File: src/rtl/updown_step_counter_if.sv
// rtl/updown_step_counter_if.sv - control/status bundle for updown_step_counter
interface updown_step_counter_if #(
   parameter int width_p = 8
);
   logic               clear_i;
   logic               load_i;
   logic [width_p-1:0] load_val_i;
   logic               up_i;
   logic               down_i;
   logic [width_p-1:0] step_i;
   logic [width_p-1:0] limit_i;
   logic [width_p-1:0] count_o;
   logic [width_p-1:0] count_n_o;
   logic               at_max_o;
   logic               at_zero_o;
   logic               event_o;

   modport master (
      output clear_i, load_i, load_val_i, up_i, down_i, step_i, limit_i,
      input  count_o, count_n_o, at_max_o, at_zero_o, event_o
   );

   modport slave (
      input  clear_i, load_i, load_val_i, up_i, down_i, step_i, limit_i,
      output count_o, count_n_o, at_max_o, at_zero_o, event_o
   );
endinterface

File: src/rtl/updown_step_counter.sv
// rtl/updown_step_counter.sv - up/down counter with runtime limit, variable step, wrap or saturate
module updown_step_counter #(
   parameter int                 width_p     = 8,
   parameter logic [width_p-1:0] reset_val_p = '0,
   parameter bit                 saturate_p  = 1'b0
) (
   input  logic                   clk_i,
   input  logic                   reset_i,
   updown_step_counter_if.slave   bus
);

   logic [width_p-1:0] r_count;
   logic               r_event;

   logic [width_p-1:0] w_step_eff;
   logic [width_p-1:0] w_load_eff;
   logic [width_p:0]   w_sum;
   logic [width_p-1:0] w_up_wrap;
   logic [width_p-1:0] w_dn_wrap;
   logic               w_out_of_range;
   logic               w_move;
   logic [width_p-1:0] w_next;
   logic               w_next_event;

   // Clamp step and load value to the current limit; build the candidate results.
   // Wrapped results always land in 0..limit_i, so width_p-bit modular arithmetic
   // is exact for them even when limit_i is all-ones; only the overflow test
   // needs the extra bit.
   always_comb begin
      w_step_eff     = (bus.step_i > bus.limit_i) ? bus.limit_i : bus.step_i;
      w_load_eff     = (bus.load_val_i > bus.limit_i) ? bus.limit_i : bus.load_val_i;
      w_sum          = {1'b0, r_count} + {1'b0, w_step_eff};
      w_up_wrap      = r_count + w_step_eff - bus.limit_i - 1'b1;
      w_dn_wrap      = r_count + bus.limit_i + 1'b1 - w_step_eff;
      w_out_of_range = (r_count > bus.limit_i);
      w_move         = bus.up_i ^ bus.down_i;
   end

   // Next count and next event, in priority order reset > clear > load > move > hold.
   always_comb begin
      w_next       = r_count;
      w_next_event = 1'b0;
      if (reset_i) begin
         w_next = reset_val_p;
      end else if (bus.clear_i) begin
         w_next = '0;
      end else if (bus.load_i) begin
         w_next = w_load_eff;
      end else if (w_move) begin
         if (w_out_of_range) begin
            // A limit lowered under the count snaps it back into range.
            w_next       = saturate_p ? bus.limit_i : '0;
            w_next_event = 1'b1;
         end else if (w_step_eff != '0) begin
            if (bus.up_i) begin
               if (w_sum > {1'b0, bus.limit_i}) begin
                  w_next       = saturate_p ? bus.limit_i : w_up_wrap;
                  w_next_event = 1'b1;
               end else begin
                  w_next = w_sum[width_p-1:0];
               end
            end else begin
               if (w_step_eff > r_count) begin
                  w_next       = saturate_p ? '0 : w_dn_wrap;
                  w_next_event = 1'b1;
               end else begin
                  w_next = r_count - w_step_eff;
               end
            end
         end
      end
   end

   // Count and event registers.
   always_ff @(posedge clk_i or posedge reset_i) begin
      if (reset_i) begin
         r_count <= reset_val_p;
         r_event <= 1'b0;
      end else begin
         r_count <= w_next;
         r_event <= w_next_event;
      end
   end

   assign bus.count_o   = r_count;
   assign bus.count_n_o = w_next;
   assign bus.at_max_o  = (r_count == bus.limit_i);
   assign bus.at_zero_o = (r_count == '0);
   assign bus.event_o   = r_event;

endmodule

File: src/flat_wrapper.sv
// flat-port wrapper written by rule: the top's interface ports become plain ports
module updown_step_counter_flat 
#(
   parameter int                 width_p     = 8,
   parameter logic [width_p-1:0] reset_val_p = '0,
   parameter bit                 saturate_p  = 1'b0
)
  (clk_i, reset_i, bus_clear_i, bus_load_i, bus_load_val_i, bus_up_i, bus_down_i, bus_step_i, bus_limit_i, bus_count_o, bus_count_n_o, bus_at_max_o, bus_at_zero_o, bus_event_o);
  updown_step_counter_if #(.width_p(width_p)) bus_i ();
  input  logic clk_i;
  input  logic reset_i;
  input wire logic [$bits(bus_i.clear_i)-1:0] bus_clear_i;
  input wire logic [$bits(bus_i.load_i)-1:0] bus_load_i;
  input wire logic [$bits(bus_i.load_val_i)-1:0] bus_load_val_i;
  input wire logic [$bits(bus_i.up_i)-1:0] bus_up_i;
  input wire logic [$bits(bus_i.down_i)-1:0] bus_down_i;
  input wire logic [$bits(bus_i.step_i)-1:0] bus_step_i;
  input wire logic [$bits(bus_i.limit_i)-1:0] bus_limit_i;
  output wire logic [$bits(bus_i.count_o)-1:0] bus_count_o;
  output wire logic [$bits(bus_i.count_n_o)-1:0] bus_count_n_o;
  output wire logic [$bits(bus_i.at_max_o)-1:0] bus_at_max_o;
  output wire logic [$bits(bus_i.at_zero_o)-1:0] bus_at_zero_o;
  output wire logic [$bits(bus_i.event_o)-1:0] bus_event_o;
  assign bus_i.clear_i = bus_clear_i;
  assign bus_i.load_i = bus_load_i;
  assign bus_i.load_val_i = bus_load_val_i;
  assign bus_i.up_i = bus_up_i;
  assign bus_i.down_i = bus_down_i;
  assign bus_i.step_i = bus_step_i;
  assign bus_i.limit_i = bus_limit_i;
  assign bus_count_o = bus_i.count_o;
  assign bus_count_n_o = bus_i.count_n_o;
  assign bus_at_max_o = bus_i.at_max_o;
  assign bus_at_zero_o = bus_i.at_zero_o;
  assign bus_event_o = bus_i.event_o;
  updown_step_counter #(.width_p(width_p), .reset_val_p(reset_val_p), .saturate_p(saturate_p)) u_core (.clk_i(clk_i), .reset_i(reset_i), .bus(bus_i));
endmodule
File: config.mk
export PLATFORM = sky130hd
export DESIGN_NAME = updown_step_counter_flat
export DESIGN_NICKNAME = d
export VERILOG_FILES = /design/src/rtl/updown_step_counter_if.sv /design/src/rtl/updown_step_counter.sv /design/src/flat_wrapper.sv
export SDC_FILE = /design/constraint.sdc
export NUM_CORES = 1
export LEC_CHECK = 0
export BUFFER_PORTS_ARGS = -buffer_cell sky130_fd_sc_hd__buf_2
export CORE_MARGIN = 2
export CORE_UTILIZATION = 54
export CTS_CLUSTER_SIZE = 25
export DETAILED_ROUTE_END_ITERATION = 8
export GPL_TIMING_DRIVEN = 0
export MAX_ROUTING_LAYER = met4
export PLACE_DENSITY = 0.87
export SLEW_MARGIN = 20
export SYNTH_ARGS = -nofsm -noshare
export SYNTH_HDL_FRONTEND = slang
export SYNTH_SLANG_ARGS = --single-unit
File: constraint.sdc
create_clock -name clk_i -period 7.4 [get_ports clk_i]
set_input_delay 1.48 -clock clk_i [delete_from_list [all_inputs] [get_ports clk_i]]
set_output_delay 1.48 -clock clk_i [all_outputs]
set_load 0.005 [all_outputs]
Word level (Yosys, flattened, before mapping)
Index checks and enable logic that the tools add are counted.

storage, ports and cells
  input bits = 30
  register bits after elaboration = 9
  output and inout bits = 19

operators by class
  multiplexer cells = 20
  bitwise operators = 1
  reductions and logical operators = 2
  equal/unequal tests = 1
  order comparisons = 5
  add/subtract/negate cells = 8

operator list
  operator                                                             number
  8-bit two-way mux                                                    11
  8-bit > comparator                                                   4
  8-bit subtractor                                                     3
  8-bit adder                                                          2
  8-bit by 8-bit adder with 9-bit output                               1
  9-bit by 8-bit > comparator with 1-bit output                        1
  1-bit two-way mux                                                    9
  8-bit by 1-bit adder with 8-bit output (second input constant)       1
  8-bit == test                                                        1
  8-bit logical NOT                                                    1
  8-bit nonzero test                                                   1
  8-bit by 1-bit subtractor with 8-bit output (second input constant)  1
  1-bit bitwise XOR                                                    1

Logic depth before layout (Yosys ltp)
  depth in word-level cells = 13
  mapped depth = 26

Least setup slack after synthesis
No wires, ideal clock.

  path type = input to output
  from = in bus_limit_i[1]
  to = out bus_count_n_o[2]
  stages = 26
  arrival time = 6025 ps
  data required time = 5920 ps
  slack = -105 ps
  cells stage by stage = inv_1 > ha_1 > nor2b_1 > o211ai_1 > a211oi_2 > nor2_4 > clkbuf_1 > nor2_1 > a21o_1 > ha_1 > fa_1 > a21oi_1 > o31ai_2 > o21a_1 > nor2_1 > xnor2_1 > ha_1 > o21a_1 > o22a_1 > nor2_1 > o21ai_2 > buf_4 > or2_0 > o211ai_1 > o21ai_0 > a221o_1

between the ends
  cells in the longest elaborated chain, start to end = 13

RTL lines
  item                                         line                       source
  from (decl)                                  flat_wrapper.sv:18         input wire logic [$bits(bus_i.limit_i)-1:0] bus_limit_i;
  8-bit > comparator                           updown_step_counter.sv:30  w_step_eff = (bus.step_i > bus.limit_i) ? bus.limit_i : bus.step_i;
  8-bit two-way mux                            updown_step_counter.sv:30
  8-bit adder                                  updown_step_counter.sv:33  w_up_wrap = r_count + w_step_eff - bus.limit_i - 1'b1;
  8-bit subtractor                             updown_step_counter.sv:33
  8-bit by 1-bit subtractor with 8-bit output  updown_step_counter.sv:33
  8-bit two-way mux                            updown_step_counter.sv:56  if (w_sum > {1'b0, bus.limit_i}) begin
  8-bit two-way mux                            updown_step_counter.sv:55  if (bus.up_i) begin
  8-bit two-way mux                            updown_step_counter.sv:54  end else if (w_step_eff != '0) begin
  8-bit two-way mux                            updown_step_counter.sv:50  if (w_out_of_range) begin
  8-bit two-way mux                            updown_step_counter.sv:49  end else if (w_move) begin
  8-bit two-way mux *                          updown_step_counter.sv:47  end else if (bus.load_i) begin
  8-bit two-way mux *                          updown_step_counter.sv:45  end else if (bus.clear_i) begin
  8-bit two-way mux *                          updown_step_counter.sv:43  if (reset_i) begin
  to (decl)                                    flat_wrapper.sv:20         output wire logic [$bits(bus_i.count_n_o)-1:0] bus_count_n_o;

Every way passes the cells marked *; elsewhere a longest branch is shown, timed or not.

Worst setup path in the final report
  from = in bus_limit_i[1]
  to = out bus_count_n_o[3]

Same word-level chain as after synthesis.

==> metrics.txt <==
pin count of the biggest net entering global routing=14; Post-synth top flop=dfrtp_1; Final Cell Area=4160 um2; slowest CP cell=a221o_1; fin. max-slew vios=0; setup_tns=-2940 ps; Hold Fails Final Rpt=0; # rows=27; Initial DRC Count=373; Crit. End Element=output pin; CTS Buf Count=3; power per cell area=187 nW/um2; Initial Util=0.569; grt total ovfl=0; number of synthesized flops with an enable pin=0; relative slew slack=0.515; placed inst area=3500 um2; top cell type's share of synthesized area=0.264; Synth Net Count=501; Clk Latency, worst-skew pair=240 ps; final WL=11000 um; Final setup viols=8; startpoint types=primary input; Worst EP required=5920 ps; largest family of logic cells by synthesized area=adder cells; RSZ-0062 raised after global routing=true; Max Freq=0.127 GHz; Gate Count Post-Synth=387; GPL Wtd Cong=0.968; YS warnings=0; Seq/Total Area, Yosys=0.0710; post-synthesis xor/xnor area fraction=0.0762; multiplexer area fraction after synthesis=0.0146; highest net fanout along the worst path=7; full die area=6500 um2; vias=3449; most common cell after layout, fill and taps aside=ha_1; TritonCTS clock tree=yes; drt first pass iters=5; cells on worst reg2reg path=16; Hold Crit Class=flop to flop; worst slew pin tran=727 ps; worst setup margin=-444 ps; Async SR Flop Fraction=1.00; DRT antenna net count=0; Mapped Area=3170 um2; Worst-path clk slew=40 ps; first-pass GRT wire length=15700 um; num ports=49; Port Buffers=47; final core occ=0.746; routed length per instance=20.3 um; Max Cap Viol=0; Sink Count=9; crit path kind=primary input to output pin; final worst clock skew=4.14 ps; Layout area overhead=31.2%; antenna violations before repair=0; violated checks=negative setup slack; Post-CTS Hold Fix Bufs=0; vias per inst=6.35; vias in the first global route=3301; drt drc=0; Cell variety after synth=58; clock root cell=clkbuf_8; post-synth top area cell=ha_1; Crit path arrival time=6360 ps; ant diodes=0; width of the die=80.6 um; Tot GR Track Use=0.329; share of cells above drive strength 1=0.299; Post-Synth Adder-Cell Area=0.372; Final Cycle Share=1.06; crit path time final=7840 ps; Bufs on Longest Clock Path=2; fillcell total=344; H-tree depth=1; top post-synthesis cells by area=ha_1 (26%), fa_1 (11%), dfrtp_1 (7.1%); Fin Hold WS=874 ps; Synth Area in Simple Gates=0.157; die height=80.6 um; Synth Area per Inst=8.19 um2; most frequent cells in the layout=ha_1 (56), buf_2 (43), nor2_1 (37); fin nets=586; Hold Path Cell Cnt=1; Max stage delay on crit path=380 ps; core area=5570 um2; synthesized flop and latch total=9; Synth Area in Compound Gates=0.250; Post-DP HPWL=7560 um; Pleak=2.07 nW; status=finished, violations left; VDD IR-drop max=0.103 mV
-- cell families (layout without fill, tap and decap cells) --
family                   Yosys count  in the layout
AO/OA/AOI/OAI                    116            116
AND/OR/NAND/NOR                  104            104
adder cells (fa/ha/maj)           84             84
buffers and inverters             44            128
XOR/XNOR                          26             26
flip-flops                         9              9
multiplexers                       4              4
-- cell usage after synthesis, drive strengths merged (2+ instances only) --
cell / count
nor4: 6
o21ai: 17
a21oi: 38
nor2: 41
a21o: 20
xor2: 10
o21a: 4
ha: 67
buf: 7
o21bai: 9
xnor2: 15
nor3: 6
nand2b: 3
o211ai: 4
a31oi: 3
or4: 2
mux2: 2
nand2: 23
and2: 2
dfrtp: 9
nand3: 6
clkbuf: 3
fa: 17
mux2i: 2
or3: 2
a221o: 7
inv: 34
nand4: 6
a211oi: 4
nor2b: 3
-- report_power, final --
part | total, mW | internal (mW) | leakage (nW) | switching [mW]
sequential | 0.0703 | 0.0535 | 0.123 | 0.0168
combinational | 0.652 | 0.295 | 1.92 | 0.357
clock | 0.0574 | 0.0376 | 0.0228 | 0.0199
total | 0.779 | 0.386 | 2.07 | 0.394
-- flip-flops by register name, summed over array words and instances (netlist names) --
signal and count:
u_core.bus.count_o 8, u_core.bus.event_o 1
-- layout make-up --
cell class                 instances  area (um2)  area share
buffer                            10        82.6      0.0198
clock buffer                       4        45.0      0.0108
inverter                          34         154      0.0370
multi-input combinational        334        3020       0.725
sequential                         9         225      0.0541
tap                               72        90.1      0.0217
timing repair buffer              80         546       0.131
-- layer usage --
layer	vias to the layer above	track usage	part of all wire
met5	-	-	0
met4	0	0.146	0.049
met3	55	0.0663	0.082
met2	211	0.553	0.49
met1	1631	0.379	0.38
li1	1552	-	-
-- path summary, 6_finish.rpt --
check	from	end	slack [ps]
setup / recovery	bus_limit_i[1]	bus_count_n_o[3]	-440
hold / removal	u_core.bus.count_o[6]	u_core.bus.count_o[6]	870
setup reg to reg	u_core.bus.count_o[1]	u_core.bus.count_o[5]	3370
hold reg to reg	u_core.bus.count_o[6]	u_core.bus.count_o[6]	870
max in group asynchronous	reset_i	u_core.bus.count_o[5]	5940
min in group asynchronous	reset_i	u_core.bus.count_o[2]	1210
-- critical path, delay by kind of cell --
kind,cells,cell delay [ps]
AND/OR/NAND/NOR,6,520
multiplexers,1,170
XOR/XNOR,1,270
buffers and inverters,9,1000
adder cells (fa/ha/maj),3,840
AO/OA/AOI/OAI,9,2070
-- timing repair --
action / in CTS / in global routing
setup buffers: 18 / 15
endpoints found under the setup margin: 8 / 8
resized for setup: 38 / 39
gates cloned: 1 / 0
pin swaps: 25 / 31
endpoints found under the hold margin: 0 / 0
-- per-stage QoR --
| stage | cells | power, mW | setup slack (ps) |
|---|---|---|---|
| 3_3_place_gp | 506 | 0.571 | -845 |
| 3_5_place_dp | 506 | 0.586 | -972 |
| 6_report | 543 | 0.779 | -444 |
| 2_1_floorplan | 387 | 0.456 | 0.412 |
| 5_1_grt | 543 | 0.835 | -490 |
| 4_1_cts | 529 | 0.699 | -265 |
Power figures use the tool's default switching activity.
